## config.mk

```make
export PLATFORM = sky130hd
export DESIGN_NAME = ttl_bcd_updown_counter
export DESIGN_NICKNAME = d
export VERILOG_FILES = /design/src/rtl/ttl_counter_pkg.sv /design/src/rtl/ttl_counter_digit.sv /design/src/rtl/ttl_bcd_updown_counter.sv
export SDC_FILE = /design/constraint.sdc
export NUM_CORES = 1
export LEC_CHECK = 0
export CORE_MARGIN = 2
export CORE_UTILIZATION = 47
export DETAILED_ROUTE_END_ITERATION = 6
export GPL_TIMING_DRIVEN = 0
export PLACE_DENSITY = 0.78
export SLEW_MARGIN = 15
export SYNTH_ARGS = -nofsm -noshare
export SYNTH_HDL_FRONTEND = slang
export SYNTH_HIERARCHICAL = 1
export SYNTH_SLANG_ARGS = --single-unit
```

## constraint.sdc

```tcl
create_clock -name clk -period 2.3 [get_ports clk]
set_input_delay 0.575 -clock clk [delete_from_list [all_inputs] [get_ports clk]]
set_output_delay 0.575 -clock clk [all_outputs]
set_load 0.01 [all_outputs]
```

## src/rtl/ttl_counter_pkg.sv

```systemverilog
// Shared digit rules for the TTL-replacement counters: direction encoding, terminal test, next-value step.
// Pure combinational helpers; no latency, no flow control.
package ttl_counter_pkg;

    typedef enum logic {
        DIR_DOWN = 1'b0,
        DIR_UP   = 1'b1
    } digit_dir_e;

    // Values at or above the modulus are illegal codes and never count as terminal.
    function automatic logic digit_terminal(input logic [31:0]  value,
                                            input digit_dir_e   dir,
                                            input int unsigned  modulus);
        if (dir == DIR_UP) begin
            return value == (modulus - 32'd1);
        end
        return value == 32'd0;
    endfunction

    // Illegal codes recover to the wrap target of the current direction in one step.
    // With a full-range modulus no value can reach the recovery branch.
    function automatic logic [31:0] digit_next(input logic [31:0]  value,
                                               input digit_dir_e   dir,
                                               input int unsigned  modulus);
        if (dir == DIR_UP) begin
            return (value >= modulus - 32'd1) ? 32'd0 : value + 32'd1;
        end
        return (value == 32'd0 || value >= modulus) ? modulus - 32'd1 : value - 32'd1;
    endfunction

endpackage

```

## src/rtl/ttl_counter_digit.sv

```systemverilog
// One counter decade: async clear, sync clear, parallel load, enabled up/down step, terminal flag.
// Q updates on the edge after a request (1 cycle); always accepts, no backpressure.
module ttl_counter_digit
    import ttl_counter_pkg::*;
#(
    parameter int          DIGIT_W = 4,
    parameter int unsigned MODULUS = 10
) (
    input  logic               clk,
    input  logic               rst,
    input  logic               sr,
    input  logic               load,
    input  logic               en,
    input  digit_dir_e         dir,
    input  logic [DIGIT_W-1:0] d,
    output logic [DIGIT_W-1:0] q,
    output logic               dtc
);

    logic [DIGIT_W-1:0] q_next;

    assign q_next = DIGIT_W'(digit_next(32'(q), dir, MODULUS));
    assign dtc    = digit_terminal(32'(q), dir, MODULUS);

    always_ff @(posedge clk or posedge rst) begin
        if (rst) begin
            q <= '0;
        end else if (sr) begin
            q <= '0;
        end else if (load) begin
            q <= d;
        end else if (en) begin
            q <= q_next;
        end
    end

endmodule

```

## src/rtl/ttl_bcd_updown_counter.sv

```systemverilog
// N-digit synchronous up/down modulus counter with TTL control set (PE_n, CEP/CET, TC) and per-digit carries.
// Load/clear/count land on the next edge (1 cycle); always accepts, no backpressure.
module ttl_bcd_updown_counter
    import ttl_counter_pkg::*;
#(
    parameter int DIGITS  = 4,
    parameter int DIGIT_W = 4,
    parameter int MODULUS = 10
) (
    input  logic                      clk,
    input  logic                      MR,
    input  logic                      SR,
    input  logic                      PE_n,
    input  logic                      CEP,
    input  logic                      CET,
    input  logic                      UD,
    input  logic [DIGITS*DIGIT_W-1:0] P,
    output logic [DIGITS*DIGIT_W-1:0] Q,
    output logic                      TC,
    output logic [DIGITS-1:0]         DTC
);

    logic [DIGITS-1:0] en;
    digit_dir_e        dir;

    assign dir = UD ? DIR_UP : DIR_DOWN;

    // Lookahead AND chain: every digit sees its enable in the same cycle.
    always_comb begin
        en    = '0;
        en[0] = CEP & CET;
        for (int i = 1; i < DIGITS; i++) begin
            en[i] = en[i-1] & DTC[i-1];
        end
    end

    for (genvar gi = 0; gi < DIGITS; gi++) begin : g_digit
        ttl_counter_digit #(
            .DIGIT_W (DIGIT_W),
            .MODULUS (MODULUS)
        ) u_digit (
            .clk  (clk),
            .rst  (MR),
            .sr   (SR),
            .load (~PE_n),
            .en   (en[gi]),
            .dir  (dir),
            .d    (P[gi*DIGIT_W +: DIGIT_W]),
            .q    (Q[gi*DIGIT_W +: DIGIT_W]),
            .dtc  (DTC[gi])
        );
    end

    // Independent of CEP so external stages can cascade on CET alone.
    assign TC = CET & (&DTC);

endmodule

```

==> flow_summary.html <==
<table>
<tr><th>Metric</th><th>Value</th></tr>
<tr><th colspan="2">Outcome</th></tr>
<tr><td>Status</td><td>finished, final reports clean</td></tr>
<tr><th colspan="2">Placed design</th></tr>
<tr><td>IO buf count</td><td>42</td></tr>
<tr><td>Post-detail-place hpwl</td><td>3740 um</td></tr>
<tr><td>Instance count after placement with tap cells included</td><td>344</td></tr>
<tr><td>Pre-CTS worst setup slack</td><td>-0.280 ns</td></tr>
<tr><td>Gp weighted congestion</td><td>0.837</td></tr>
<tr><td>Cell area after placement</td><td>2510 um^2</td></tr>
<tr><th colspan="2">Pwr</th></tr>
<tr><td>Leakage component of the power</td><td>1.06 nW</td></tr>
<tr><td>Total power after layout</td><td>1.01 mW</td></tr>
<tr><td>Highest ir drop seen on vdd</td><td>0.000346 V</td></tr>
<tr><td>Total power per unit cell area</td><td>372 nW/um^2</td></tr>
<tr><th colspan="2">Logic synthesis</th></tr>
<tr><td>Post-synth EDFFs</td><td>0</td></tr>
<tr><td>Count of unique library cells instantiated by Yosys</td><td>33</td></tr>
<tr><td>Most common flop cell mapped by yosys</td><td>dfrtp_1</td></tr>
<tr><td>Yosys top cell by area</td><td>dfrtp_1</td></tr>
<tr><td>Area fraction of the dominant cell type after synthesis</td><td>0.200</td></tr>
<tr><td>Sequential share of the synthesized area</td><td>0.200</td></tr>
<tr><td>Ranking of synthesized cells by area</td><td>dfrtp_1 20%, ha_1 12%, a21oi_1 5.0%</td></tr>
<tr><td>Number of standard cells after synthesis</td><td>252</td></tr>
<tr><td>Warning count from the yosys run</td><td>6</td></tr>
<tr><td>Synthesized Nets</td><td>295</td></tr>
<tr><td>Avg Cell Area, Syn</td><td>7.96 um^2</td></tr>
<tr><td>Flops &amp; latches, synth</td><td>16</td></tr>
<tr><td>Post-synth ARST share</td><td>1.00</td></tr>
<tr><td>Netlist area before placement</td><td>2010 um^2</td></tr>
<tr><th colspan="2">Critical path</th></tr>
<tr><td>Reg2Reg Launch Point</td><td>g_digit[2].u_digit/q[1]</td></tr>
<tr><td>Length in cells of the worst reg-to-reg path</td><td>10</td></tr>
<tr><td>Slowest Stage Delay on Critical Path</td><td>0.41 ns</td></tr>
<tr><td>Critical path origin</td><td>g_digit[2].u_digit/q[1]</td></tr>
<tr><td>Ordered list of cells on the worst path</td><td>inv_2 &gt; ha_1 &gt; nand3_1 &gt; a21oi_2 &gt; buf_4 &gt; nand3_2 &gt; nor2_1 &gt; buf_2</td></tr>
<tr><td>Critical Path RT</td><td>1.73 ns</td></tr>
<tr><td>Critical Path End Type</td><td>output port</td></tr>
<tr><td>RR Endpoint</td><td>g_digit[3].u_digit/q[0]</td></tr>
<tr><td>Type of the worst setup path</td><td>reg2out</td></tr>
<tr><td>Critical Path End</td><td>TC</td></tr>
<tr><td>Maximum net fanout on the critical path</td><td>4</td></tr>
<tr><td>Nature of the critical path startpoint</td><td>flop</td></tr>
<tr><td>Worst-path cell with the longest stage delay</td><td>dfrtp_2</td></tr>
<tr><td>Register-to-Register Setup Slack</td><td>0.10 ns</td></tr>
<tr><td>Worst path arrival time</td><td>1.64 ns</td></tr>
<tr><th colspan="2">Route</th></tr>
<tr><td>Top Metal Used</td><td>met4</td></tr>
<tr><td>Remaining antenna violation count</td><td>0</td></tr>
<tr><td>Drt pass-1 iters</td><td>5</td></tr>
<tr><td>DRC marker count from the first detailed-route iteration</td><td>142</td></tr>
<tr><td>Met1 WL</td><td>2400 um</td></tr>
<tr><td>Routed met3 length</td><td>231 um</td></tr>
<tr><td>WL final</td><td>5220 um</td></tr>
<tr><td>Via count of the routed design</td><td>2054</td></tr>
<tr><td>Count of unresolved DRC violations after routing</td><td>0</td></tr>
<tr><td>Via-per-instance ratio</td><td>5.72</td></tr>
<tr><td>Average detailed-routed wire length per instance</td><td>14.5 um</td></tr>
<tr><td>Met2 layer wire length in the routed design</td><td>2560 um</td></tr>
<tr><th colspan="2">Cells and area</th></tr>
<tr><td>Post-Route Utilization</td><td>0.671</td></tr>
<tr><td>Nets</td><td>354</td></tr>
<tr><td>Count of filler cells inserted in the layout</td><td>345</td></tr>
<tr><td>Synth-to-Final Area Change</td><td>35.8%</td></tr>
<tr><td>Largest registers</td><td>g_digit.u_digit/q (16)</td></tr>
<tr><td>Most common library cell in the layout ignoring fill and taps</td><td>clkdlybuf4s50_1</td></tr>
<tr><td>Final std cells w/o fill</td><td>359</td></tr>
<tr><td>Post-route cell area</td><td>2720 um^2</td></tr>
<tr><td>Fraction of layout instances using a drive strength above 1</td><td>0.236</td></tr>
<tr><td>Inserted Diodes</td><td>0</td></tr>
<tr><td>Top reg by flops</td><td>g_digit.u_digit/q</td></tr>
<tr><td>Most frequent cells in the layout</td><td>36 x clkdlybuf4s50_1, 21 x nor2_1, 18 x ha_1, 17 x a21oi_1, 16 x nor3_1</td></tr>
<tr><td>Number of flip-flops under the largest register name</td><td>16</td></tr>
<tr><th colspan="2">Timing</th></tr>
<tr><td>Total count of hold-check failures in the final report</td><td>0</td></tr>
<tr><td>Achievable frequency</td><td>0.451 GHz</td></tr>
<tr><td>Transition time at the pin with the least slew margin</td><td>0.853 ns</td></tr>
<tr><td>Worst slew margin</td><td>0.431</td></tr>
<tr><td>Fin crit share</td><td>0.963</td></tr>
<tr><td>Count of pins over their slew limit</td><td>0</td></tr>
<tr><td>Final setup skew</td><td>0.000941 ns</td></tr>
<tr><td>Setup WS post-layout</td><td>0.0850 ns</td></tr>
<tr><td>Min cycle time layout</td><td>2.22 ns</td></tr>
<tr><td>Final Setup Violations</td><td>0</td></tr>
<tr><th colspan="2">CTS</th></tr>
<tr><td>CTS Hold Buffers Added</td><td>0</td></tr>
<tr><td>Num CTS Buffers</td><td>3</td></tr>
<tr><td>Deepest clock path buffer count</td><td>2</td></tr>
<tr><td>Clock latency of the later-clocked register in the worst-skew pair</td><td>0.24 ns</td></tr>
<tr><td>Clock transition at the registers of the reported paths</td><td>0.06 ns</td></tr>
<tr><td>H-tree levels</td><td>1</td></tr>
<tr><td>Number of sinks on the clock net</td><td>16</td></tr>
<tr><td>Root Buffer</td><td>clkbuf_8</td></tr>
<tr><td>CTS tree</td><td>done</td></tr>
<tr><th colspan="2">Global routing</th></tr>
<tr><td>Number of antenna violations at the first check in global routing</td><td>0</td></tr>
<tr><td>Global-route wire length before repair</td><td>8710 um</td></tr>
<tr><td>Maximum number of pins on one net before global-route repair</td><td>29</td></tr>
<tr><td>Total routing usage reported by global routing</td><td>0.215</td></tr>
<tr><td>Vias in the first global route</td><td>1881</td></tr>
<tr><td>GRT Residual Overflow</td><td>0</td></tr>
<tr><th colspan="2">Floorplanning</th></tr>
<tr><td>Die height</td><td>69.3 um</td></tr>
<tr><td>Die X</td><td>69.3 um</td></tr>
<tr><td>Top-Level Pins</td><td>44</td></tr>
<tr><td>Floorplan row count</td><td>23</td></tr>
<tr><td>Initial Utilization</td><td>0.494</td></tr>
<tr><td>Total core area</td><td>4060 um^2</td></tr>
<tr><td>Area of the die</td><td>4810 um^2</td></tr>
<tr><th colspan="2">Run</th></tr>
<tr><td>Max capacitance violation total</td><td>0</td></tr>
<tr><th colspan="2">Worst hold path</th></tr>
<tr><td>Worst hold-check path type</td><td>in2async</td></tr>
</table>
-- worst min path at each step --
stage	cells past startpoint	endpoint	startpoint	slack (ns)
3_3_place_gp	2	g_digit[3].u_digit/q[0]	g_digit[3].u_digit/q[0]	0.74
4_1_cts	2	g_digit[2].u_digit/q[2]	MR	0.65
5_1_grt	2	g_digit[2].u_digit/q[2]	MR	0.66
3_5_place_dp	2	g_digit[2].u_digit/q[0]	g_digit[2].u_digit/q[0]	0.72
2_1_floorplan	1	g_digit[0].u_digit/q[0]	MR	0.34
6_report	2	g_digit[2].u_digit/q[2]	MR	0.66
-- per-layer routing --
metal / GRT usage / up-vias
li1: - / 1028
met1: 0.274 / 971
met2: 0.375 / 51
met3: 0.0451 / 4
met4: 0.0414 / 0
met5: 0 / -
-- through the flow --
step	TNS (ns)	hold slack, ns
final	0	0.663
after global routing	-0.0189	0.656
after CTS	0	0.647
after detailed placement	-1.35	0.725
after global placement	-1.30	0.738
after floorplan	0	0.341
-- report_power, final --
group	switching [mW]	internal (mW)
logic	0.238	0.242
registers	0.0284	0.302
clock network	0.0875	0.116
-- synthesized netlist by cell type (5+ instances only) --
master / instances
nor2_1: 21
a21oi_1: 20
ha_1: 20
dfrtp_1: 16
nor3_1: 16
inv_1: 13
nand2_1: 13
nand3_1: 13
nor3b_1: 12
buf_2: 8
o22ai_1: 8
o2bb2ai_1: 8
xnor2_1: 8
nor2b_1: 5
-- cell families after synthesis --
| group | Yosys count | share of synthesized area |
|---|---|---|
| buffers and inverters | 29 | 0.0742 |
| adders and majority gates | 20 | 0.125 |
| AOI/OAI and AO/OA | 64 | 0.217 |
| and+or+nand+nor | 111 | 0.332 |
| DFF | 16 | 0.200 |
| xor gates and xnor gates | 12 | 0.0524 |
-- critical path, delay by kind of cell, from the launching register on --
family	cells	cell delay, ns
flops	1	0.41
simple gates	3	0.30
fa+ha+maj	1	0.16
buf+inv	3	0.34
compound gates	1	0.17
-- repair_timing --
action / in CTS / in global routing
setup buffers: 9 / 5
pin swaps: 4 / 5
endpoints found under the setup margin: 9 / 4
gates resized for setup: 26 / 15
-- final cells by class --
| cell class | instances | area, um^2 | share of cell area |
|---|---|---|---|
| buffer | 14 | 92.6 | 0.0340 |
| clock buffer | 3 | 41.3 | 0.0152 |
| inverter | 13 | 51.3 | 0.0188 |
| multi-input combinational | 207 | 1540 | 0.565 |
| sequential | 16 | 412 | 0.151 |
| tap | 50 | 62.6 | 0.0230 |
| timing repair buffer | 56 | 527 | 0.193 |
Note: power is estimated with default switching activity, not from simulation.
